File: config.mk
export PLATFORM = sky130hd
export DESIGN_NAME = seq_detect_ctrl
export DESIGN_NICKNAME = d
export VERILOG_FILES = /design/src/rtl/seq_pkg.sv /design/src/rtl/seq_edge_mealy.sv /design/src/rtl/seq_detect_ctrl.sv
export SDC_FILE = /design/constraint.sdc
export NUM_CORES = 1
export LEC_CHECK = 0
export ABC_AREA = 1
export ABC_CLOCK_PERIOD_IN_PS = 3880
export CORE_MARGIN = 2
export CORE_UTILIZATION = 57
export DETAILED_ROUTE_END_ITERATION = 16
export PLACE_DENSITY = 0.94
export SYNTH_ARGS = -nofsm -noshare
export SYNTH_HDL_FRONTEND = slang
export SYNTH_SLANG_ARGS = --single-unit
File: constraint.sdc
create_clock -name clk -period 3.88 [get_ports clk]
set_clock_uncertainty 0.05 [all_clocks]
set_input_delay 0.582 -clock clk [delete_from_list [all_inputs] [get_ports clk]]
set_output_delay 0.582 -clock clk [all_outputs]
set_load 0.03 [all_outputs]
File: src/rtl/seq_pkg.sv
// Shared types and helpers for the serial transition-count controller.
package seq_pkg;

    localparam int unsigned TOTAL_W = 16;

    typedef enum logic [1:0] {
        IDLE   = 2'd0,
        SHIFT  = 2'd1,
        REPORT = 2'd2
    } ctrl_state_e;

    typedef enum logic [1:0] {
        D_INIT = 2'd0,
        D_LOW  = 2'd1,
        D_HIGH = 2'd2
    } det_state_e;

    // Unsigned add that clamps at all-ones instead of wrapping.
    function automatic logic [TOTAL_W-1:0] sat_add(input logic [TOTAL_W-1:0] a,
                                                   input logic [TOTAL_W-1:0] b);
        logic [TOTAL_W:0] sum;
        sum = {1'b0, a} + {1'b0, b};
        return sum[TOTAL_W] ? {TOTAL_W{1'b1}} : sum[TOTAL_W-1:0];
    endfunction

endpackage

File: src/rtl/seq_edge_mealy.sv
// Mealy bit-transition detector: flags each bit that differs from the previous one.
module seq_edge_mealy
    import seq_pkg::*;
(
    input  logic clk,
    input  logic rst,
    input  logic clr,
    input  logic en,
    input  logic bit_in,
    output logic det
);

    det_state_e state_q;
    det_state_e state_d;

    always_ff @(posedge clk) begin
        if (rst) begin
            state_q <= D_INIT;
        end else begin
            state_q <= state_d;
        end
    end

    // D_INIT holds no history, so the first bit of a word never flags.
    always_comb begin
        state_d = state_q;
        det     = en && (((state_q == D_LOW) && bit_in) ||
                         ((state_q == D_HIGH) && !bit_in));
        if (clr) begin
            state_d = D_INIT;
        end else if (en) begin
            state_d = bit_in ? D_HIGH : D_LOW;
        end
    end

endmodule

File: src/rtl/seq_detect_ctrl.sv
// Accepts a parallel word, scans it LSB first through the transition detector,
// reports the per-word count and keeps a saturating running total.
module seq_detect_ctrl
    import seq_pkg::*;
#(
    parameter int unsigned WIDTH = 8,
    parameter int unsigned CNT_W = $clog2(WIDTH + 1)
) (
    input  logic               clk,
    input  logic               rst,
    input  logic               in_valid,
    input  logic [WIDTH-1:0]   in_data,
    output logic               in_ready,
    output logic               out_valid,
    output logic [CNT_W-1:0]   out_count,
    input  logic               out_ready,
    output logic               busy,
    output logic [TOTAL_W-1:0] total_count
);

    localparam int unsigned IDX_W = (WIDTH > 2) ? $clog2(WIDTH) : 1;

    ctrl_state_e        state_q, state_d;
    logic [WIDTH-1:0]   shreg_q, shreg_d;
    logic [IDX_W-1:0]   idx_q, idx_d;
    logic [CNT_W-1:0]   cnt_q, cnt_d;
    logic [TOTAL_W-1:0] total_q, total_d;
    logic               in_ready_q, out_valid_q, busy_q;
    logic               det_clr, det_en, det;

    seq_edge_mealy u_det (
        .clk    (clk),
        .rst    (rst),
        .clr    (det_clr),
        .en     (det_en),
        .bit_in (shreg_q[0]),
        .det    (det)
    );

    always_comb begin
        state_d = state_q;
        shreg_d = shreg_q;
        idx_d   = idx_q;
        cnt_d   = cnt_q;
        total_d = total_q;
        det_clr = 1'b0;
        det_en  = 1'b0;
        unique case (state_q)
            IDLE: begin
                if (in_valid) begin
                    shreg_d = in_data;
                    idx_d   = '0;
                    cnt_d   = '0;
                    det_clr = 1'b1;
                    state_d = SHIFT;
                end
            end
            SHIFT: begin
                det_en  = 1'b1;
                shreg_d = shreg_q >> 1;
                idx_d   = idx_q + IDX_W'(1);
                if (det) begin
                    cnt_d = cnt_q + CNT_W'(1);
                end
                if (idx_q == IDX_W'(WIDTH - 1)) begin
                    state_d = REPORT;
                end
            end
            REPORT: begin
                if (out_ready) begin
                    total_d = sat_add(total_q, TOTAL_W'(cnt_q));
                    state_d = IDLE;
                end
            end
            default: begin
                state_d = IDLE;
            end
        endcase
    end

    // Handshake flags are registered from the next state so they align with state_q.
    always_ff @(posedge clk) begin
        if (rst) begin
            state_q     <= IDLE;
            shreg_q     <= '0;
            idx_q       <= '0;
            cnt_q       <= '0;
            total_q     <= '0;
            in_ready_q  <= 1'b1;
            out_valid_q <= 1'b0;
            busy_q      <= 1'b0;
        end else begin
            state_q     <= state_d;
            shreg_q     <= shreg_d;
            idx_q       <= idx_d;
            cnt_q       <= cnt_d;
            total_q     <= total_d;
            in_ready_q  <= (state_d == IDLE);
            out_valid_q <= (state_d == REPORT);
            busy_q      <= (state_d != IDLE);
        end
    end

    assign in_ready    = in_ready_q;
    assign out_valid   = out_valid_q;
    assign busy        = busy_q;
    assign out_count   = cnt_q;
    assign total_count = total_q;

endmodule

* Word level (Yosys, flattened, before mapping)
Cells that the tools add are included.
Widths: inputs -> output; s select.
** Storage, ports and cells
- Register bits :: 38
- Logic and storage cells :: 49
- Output and inout port bits :: 23
** Operators by class
- Muxes and demuxes :: 16
- Equal/unequal tests :: 8
- Add/sub/neg operators :: 3
- Reduce and logical (&&, ||, !) cells :: 13
** Operator list (count)
- $add 16x4->17 :: 1
- $mux 16 :: 1
- $pmux 8 s2 :: 1
- $mux 2 :: 4
- $mux 4 :: 2
- $mux 8 :: 1
- $pmux 4 s2 :: 1
- $eq 2x2->1 const B :: 3
- $pmux 2 s3 :: 1
- $pmux 3 s2 :: 1
- $add 4x1->4 const B :: 1
- $eq 2x1->1 const B :: 2
- $logic_not 2->1 :: 2
- $ne 2x2->1 const B :: 2
- $reduce_and 2->1 :: 2
- $reduce_bool 2->1 :: 2
- $add 3x1->3 const B :: 1
- $eq 3x3->1 const B :: 1
- $logic_and 1x1->1 :: 3
- $mux 1 :: 3
- $mux 3 :: 1
- $reduce_and 3->1 :: 1
- $reduce_or 2->1 :: 1
- $logic_not 1->1 :: 1
- $logic_or 1x1->1 :: 1

* Depth between registers and ports, before layout
- Depth in word-level cells :: 6
- Gate-level depth with buffers :: 11

* Cells and area by module
From an unflattened synthesis, not the netlist that was laid out.
** Unflattened totals
- Cells, all modules :: 290
- Area total of the unflattened synthesis :: 2031.9 um2
** Modules (own cells, without submodules)
- seq_detect_ctrl :: area each 1921.8 um2, cells an instance 270, times used 1
- seq_edge_mealy :: area each 110.1 um2, cells an instance 20, times used 1

* Least setup slack after synthesis
OpenSTA, ideal clock, no wires.
- Kind :: register to register
- From :: register cnt_q[0], in the netlist out_count[0]
- To :: register total_q[11], in the netlist total_count[11]
- Path buffers :: 1
- Arrival :: 1780 ps
- Setup time :: 109 ps
- Cell stages (with the launch flop) :: 12
- Slack :: 1941 ps
- Cells stage by stage :: dfxtp_1 > ha_1 > fa_1 > clkinv_1 > nor2_4 > nor2_4 > nor2_8 > nand4_4 > buf_6 > nand3_2 > nand2_1 > inv_1
** On the way
- Word-level cells in the longest chain between the ends :: 2
** Ends and longest elaborated chain
- start, declared :: RTL line seq_detect_ctrl.sv:26 : logic [CNT_W-1:0] cnt_q, cnt_d;
- start signal, assigned :: RTL line seq_detect_ctrl.sv:96 : cnt_q <= cnt_d;
- $add 16x4->17 :: RTL line seq_pkg.sv:22 : sum = {1'b0, a} + {1'b0, b};
- $mux 16 :: RTL line seq_pkg.sv:23 : return sum[TOTAL_W] ? {TOTAL_W{1'b1}} : sum[TOTAL_W-1:0];
- end signal, assigned :: RTL line seq_detect_ctrl.sv:97 : total_q <= total_d;
- end, declared :: RTL line seq_detect_ctrl.sv:27 : logic [TOTAL_W-1:0] total_q, total_d;
No other way between the ends.
A chain may end at the register's enable or synchronous reset.

* Worst setup path after layout
- From :: register total_q[4], in the netlist total_count[4]
- To :: output port total_count[4]
** RTL lines
- end, declared :: RTL line seq_detect_ctrl.sv:18 : output logic [TOTAL_W-1:0] total_count
No word-level cell between the ends.

==> flow_metrics.tcl <==
set metrics [dict create \
    status "finished, final reports clean" \
    timing_worst_setup_path_type "flip-flop to output pin" \
    portBuffers 34 \
    critPathRequiredTime_ns 3.25 \
    cp.arrival_ns 1.57 \
    ys_seq_area_share_pct 36.3 \
    cts_tree "built" \
    via_per_inst 5.21 \
    gr-usage-all-layers_pct 23.7 \
    ys_ff_latch 38 \
    path_max_fanout 6 \
    crit_family "buffers and inverters" \
    r2r_cells 10 \
    grt_max_degree 22 \
    num_rows 22 \
    gr-total-overflow 0 \
    drv_cap 0 \
    cp.depth 1 \
    syn-num-nets 310 \
    wl_per_cell_microns 12.2 \
    yosysTopAreaCellShare_pct 36.3 \
    rsz0062_at_grt "false" \
    fp.coreArea_sq_mm 0.00361 \
    nFillCells 269 \
    min_path_cells 1 \
    first_pass_iters 4 \
    dieArea_sq_mm 0.00418 \
    start_util_pct 58.1 \
    worstPathCellList "clkdlybuf4s50_1" \
    yosys.area.top_type "dfxtp_1" \
    via_count 1938 \
    period_minus_slack_ns 2.20 \
    setup_ws_ns 1.68 \
    period_share_pct 56.7 \
    nNetsFinal 343 \
    synth-warning-count 0 \
    antenna_found_initial 0 \
    place_ws_ns 1.63 \
    max_freq_ghz 0.454 \
    slew_viol_final 0 \
    clk_pin_slew_ns 0.08 \
    drt-total-wl_microns 4530 \
    hpwl_microns 3080 \
    syn_area_per_cell_sq_um 7.23 \
    ctsResizeCount 0 \
    maxSlewHeadroom_pct 68.4 \
    pin_count 35 \
    cp_num_buf_inv 1 \
    p_leak_nw 1.23 \
    dpl_cell_area_sq_mm 0.00245 \
    cts_buffers 5 \
    antenna_cells 0 \
    clock_latency_ns 0.31 \
    cpMaxStageDelayCell "clkdlybuf4s50_1" \
    utilization_pct 71.8 \
    cts.sink_count 38 \
    final_area_sq_mm 0.00259 \
    fin_tns_setup_ns 0 \
    netlist_area_sq_mm 0.00210 \
    hold_viol 0 \
    postCtsSetupBuffers 0 \
    grt_pass1_vias 1731 \
    synthCells 290 \
    area_growth_pct 23.5 \
    clockBufferDepth 2 \
    die_w_microns 64.6 \
    cp-start-kind "flip-flop" \
    reg2reg_setup_slack_ns 1.79 \
    synth.area.top_cells "dfxtp_1 (36%), nand2_1 (13%), inv_1 (6.6%)" \
    first_iter_violations 116 \
    grt_first_pass_wirelength_microns 7640 \
    root_buffer "clkbuf_8" \
    final_layout_size_suffix_gt1_share_pct 10.5 \
    ir_drop_mv 0.276 \
    end_kind "output pin" \
    holdCritPathClass "flip-flop to flip-flop" \
    yosysUniqueCellTypes 34 \
    cts_max_level 2 \
    cts_hold_buf 0 \
    setup_viol_count_final 0 \
    place_congestion 0.901 \
    drc 0 \
    p_per_area_mw_per_mm2 352 \
    die_h_microns 64.6 \
    worstMarginPinSlew_ns 0.473 \
    slowest_delay_ns 0.74 \
    ant_nets 0 \
]
-- synth_stat cells (all sizes together) --
master / instances
a21boi: 1
a21oi: 19
a31oi: 2
buf: 9
clkinv: 2
dfxtp: 38
fa: 1
ha: 7
inv: 42
mux2i: 2
nand2: 75
nand3: 23
nand3b: 2
nand4: 10
nor2: 31
nor3: 4
o21ai: 16
o22ai: 1
xnor2: 1
xor2: 4
-- routing by layer --
| metal | share of wire, % | routed length (microns) | global-route usage (%) | vias to the layer above |
|---|---|---|---|---|
| met4 | 1.7 | 75 | 9.04 | 0 |
| met3 | 5.3 | 239 | 7.47 | 7 |
| met2 | 47 | 2130 | 37.2 | 58 |
| met5 | 0 | 0 | 0 | - |
| li1 | - | - | - | 992 |
| met1 | 46 | 2080 | 30.5 | 881 |
-- power breakdown --
group	switching (mW)	internal, mW
clock network	0.148	0.274
registers	0.00899	0.403
logic	0.0452	0.0309
total	0.202	0.708
-- placed cells by master (no fill, tap or decap) --
master,n
a21boi_0,1
a21oi_1,16
a21oi_2,3
a31oi_1,2
buf_4,1
bufinv_16,2
clkbuf_8,6
clkdlybuf4s50_1,34
clkinv_1,2
dfxtp_1,38
fa_1,1
ha_1,7
inv_1,37
inv_2,5
mux2i_1,2
nand2_1,73
nand2_2,2
nand3_1,14
nand3_2,8
nand3_4,1
nand3b_1,2
nand4_1,9
nand4_4,1
nor2_1,27
nor2_2,1
nor2_4,2
nor2_8,1
nor3_1,3
nor3_4,1
o21ai_0,13
o21ai_1,3
o22ai_1,1
xnor2_1,1
xor2_1,4
-- flip-flops by register name, indices dropped and copies added (netlist names) --
name           count
idx_q              3
state_q            2
busy               1
total_count       16
out_count          4
u_det.state_q      2
in_ready           1
shreg_q            8
out_valid          1
-- final cells by class --
class                      instances  area, sq um  area share [%]
tap                               48         60.1            2.32
clock buffer                       6         82.6            3.19
timing repair buffer              35          348            13.4
clock inverter                     2         60.1            2.32
inverter                          44          165            6.38
sequential                        38          761            29.4
multi-input combinational        199         1110            43.0
-- metrics by stage --
step	power, mW	std cells	hold slack, ns
after floorplan	0.470	290	0.378
after global placement	0.495	364	0.398
after detailed placement	0.497	364	0.403
after CTS	0.909	372	0.418
after global routing	0.940	372	0.444
final	0.911	372	0.416
-- kinds of logic after synthesis --
logic type | synth area share [%]
compound gates | 10.1
xor+xnor | 2.09
flops | 36.3
mux | 0.955
fa+ha+maj | 5.13
buf+inv | 10.6
simple gates | 34.7
-- path summary, 6_finish.rpt --
path | startpoint | to
min | idx_q[0] | idx_q[0]
max | total_count[4] | total_count[4]
max reg2reg | out_count[0] | total_count[9]
min reg2reg | idx_q[0] | idx_q[0]
Note: power is estimated with default switching activity, not from simulation.
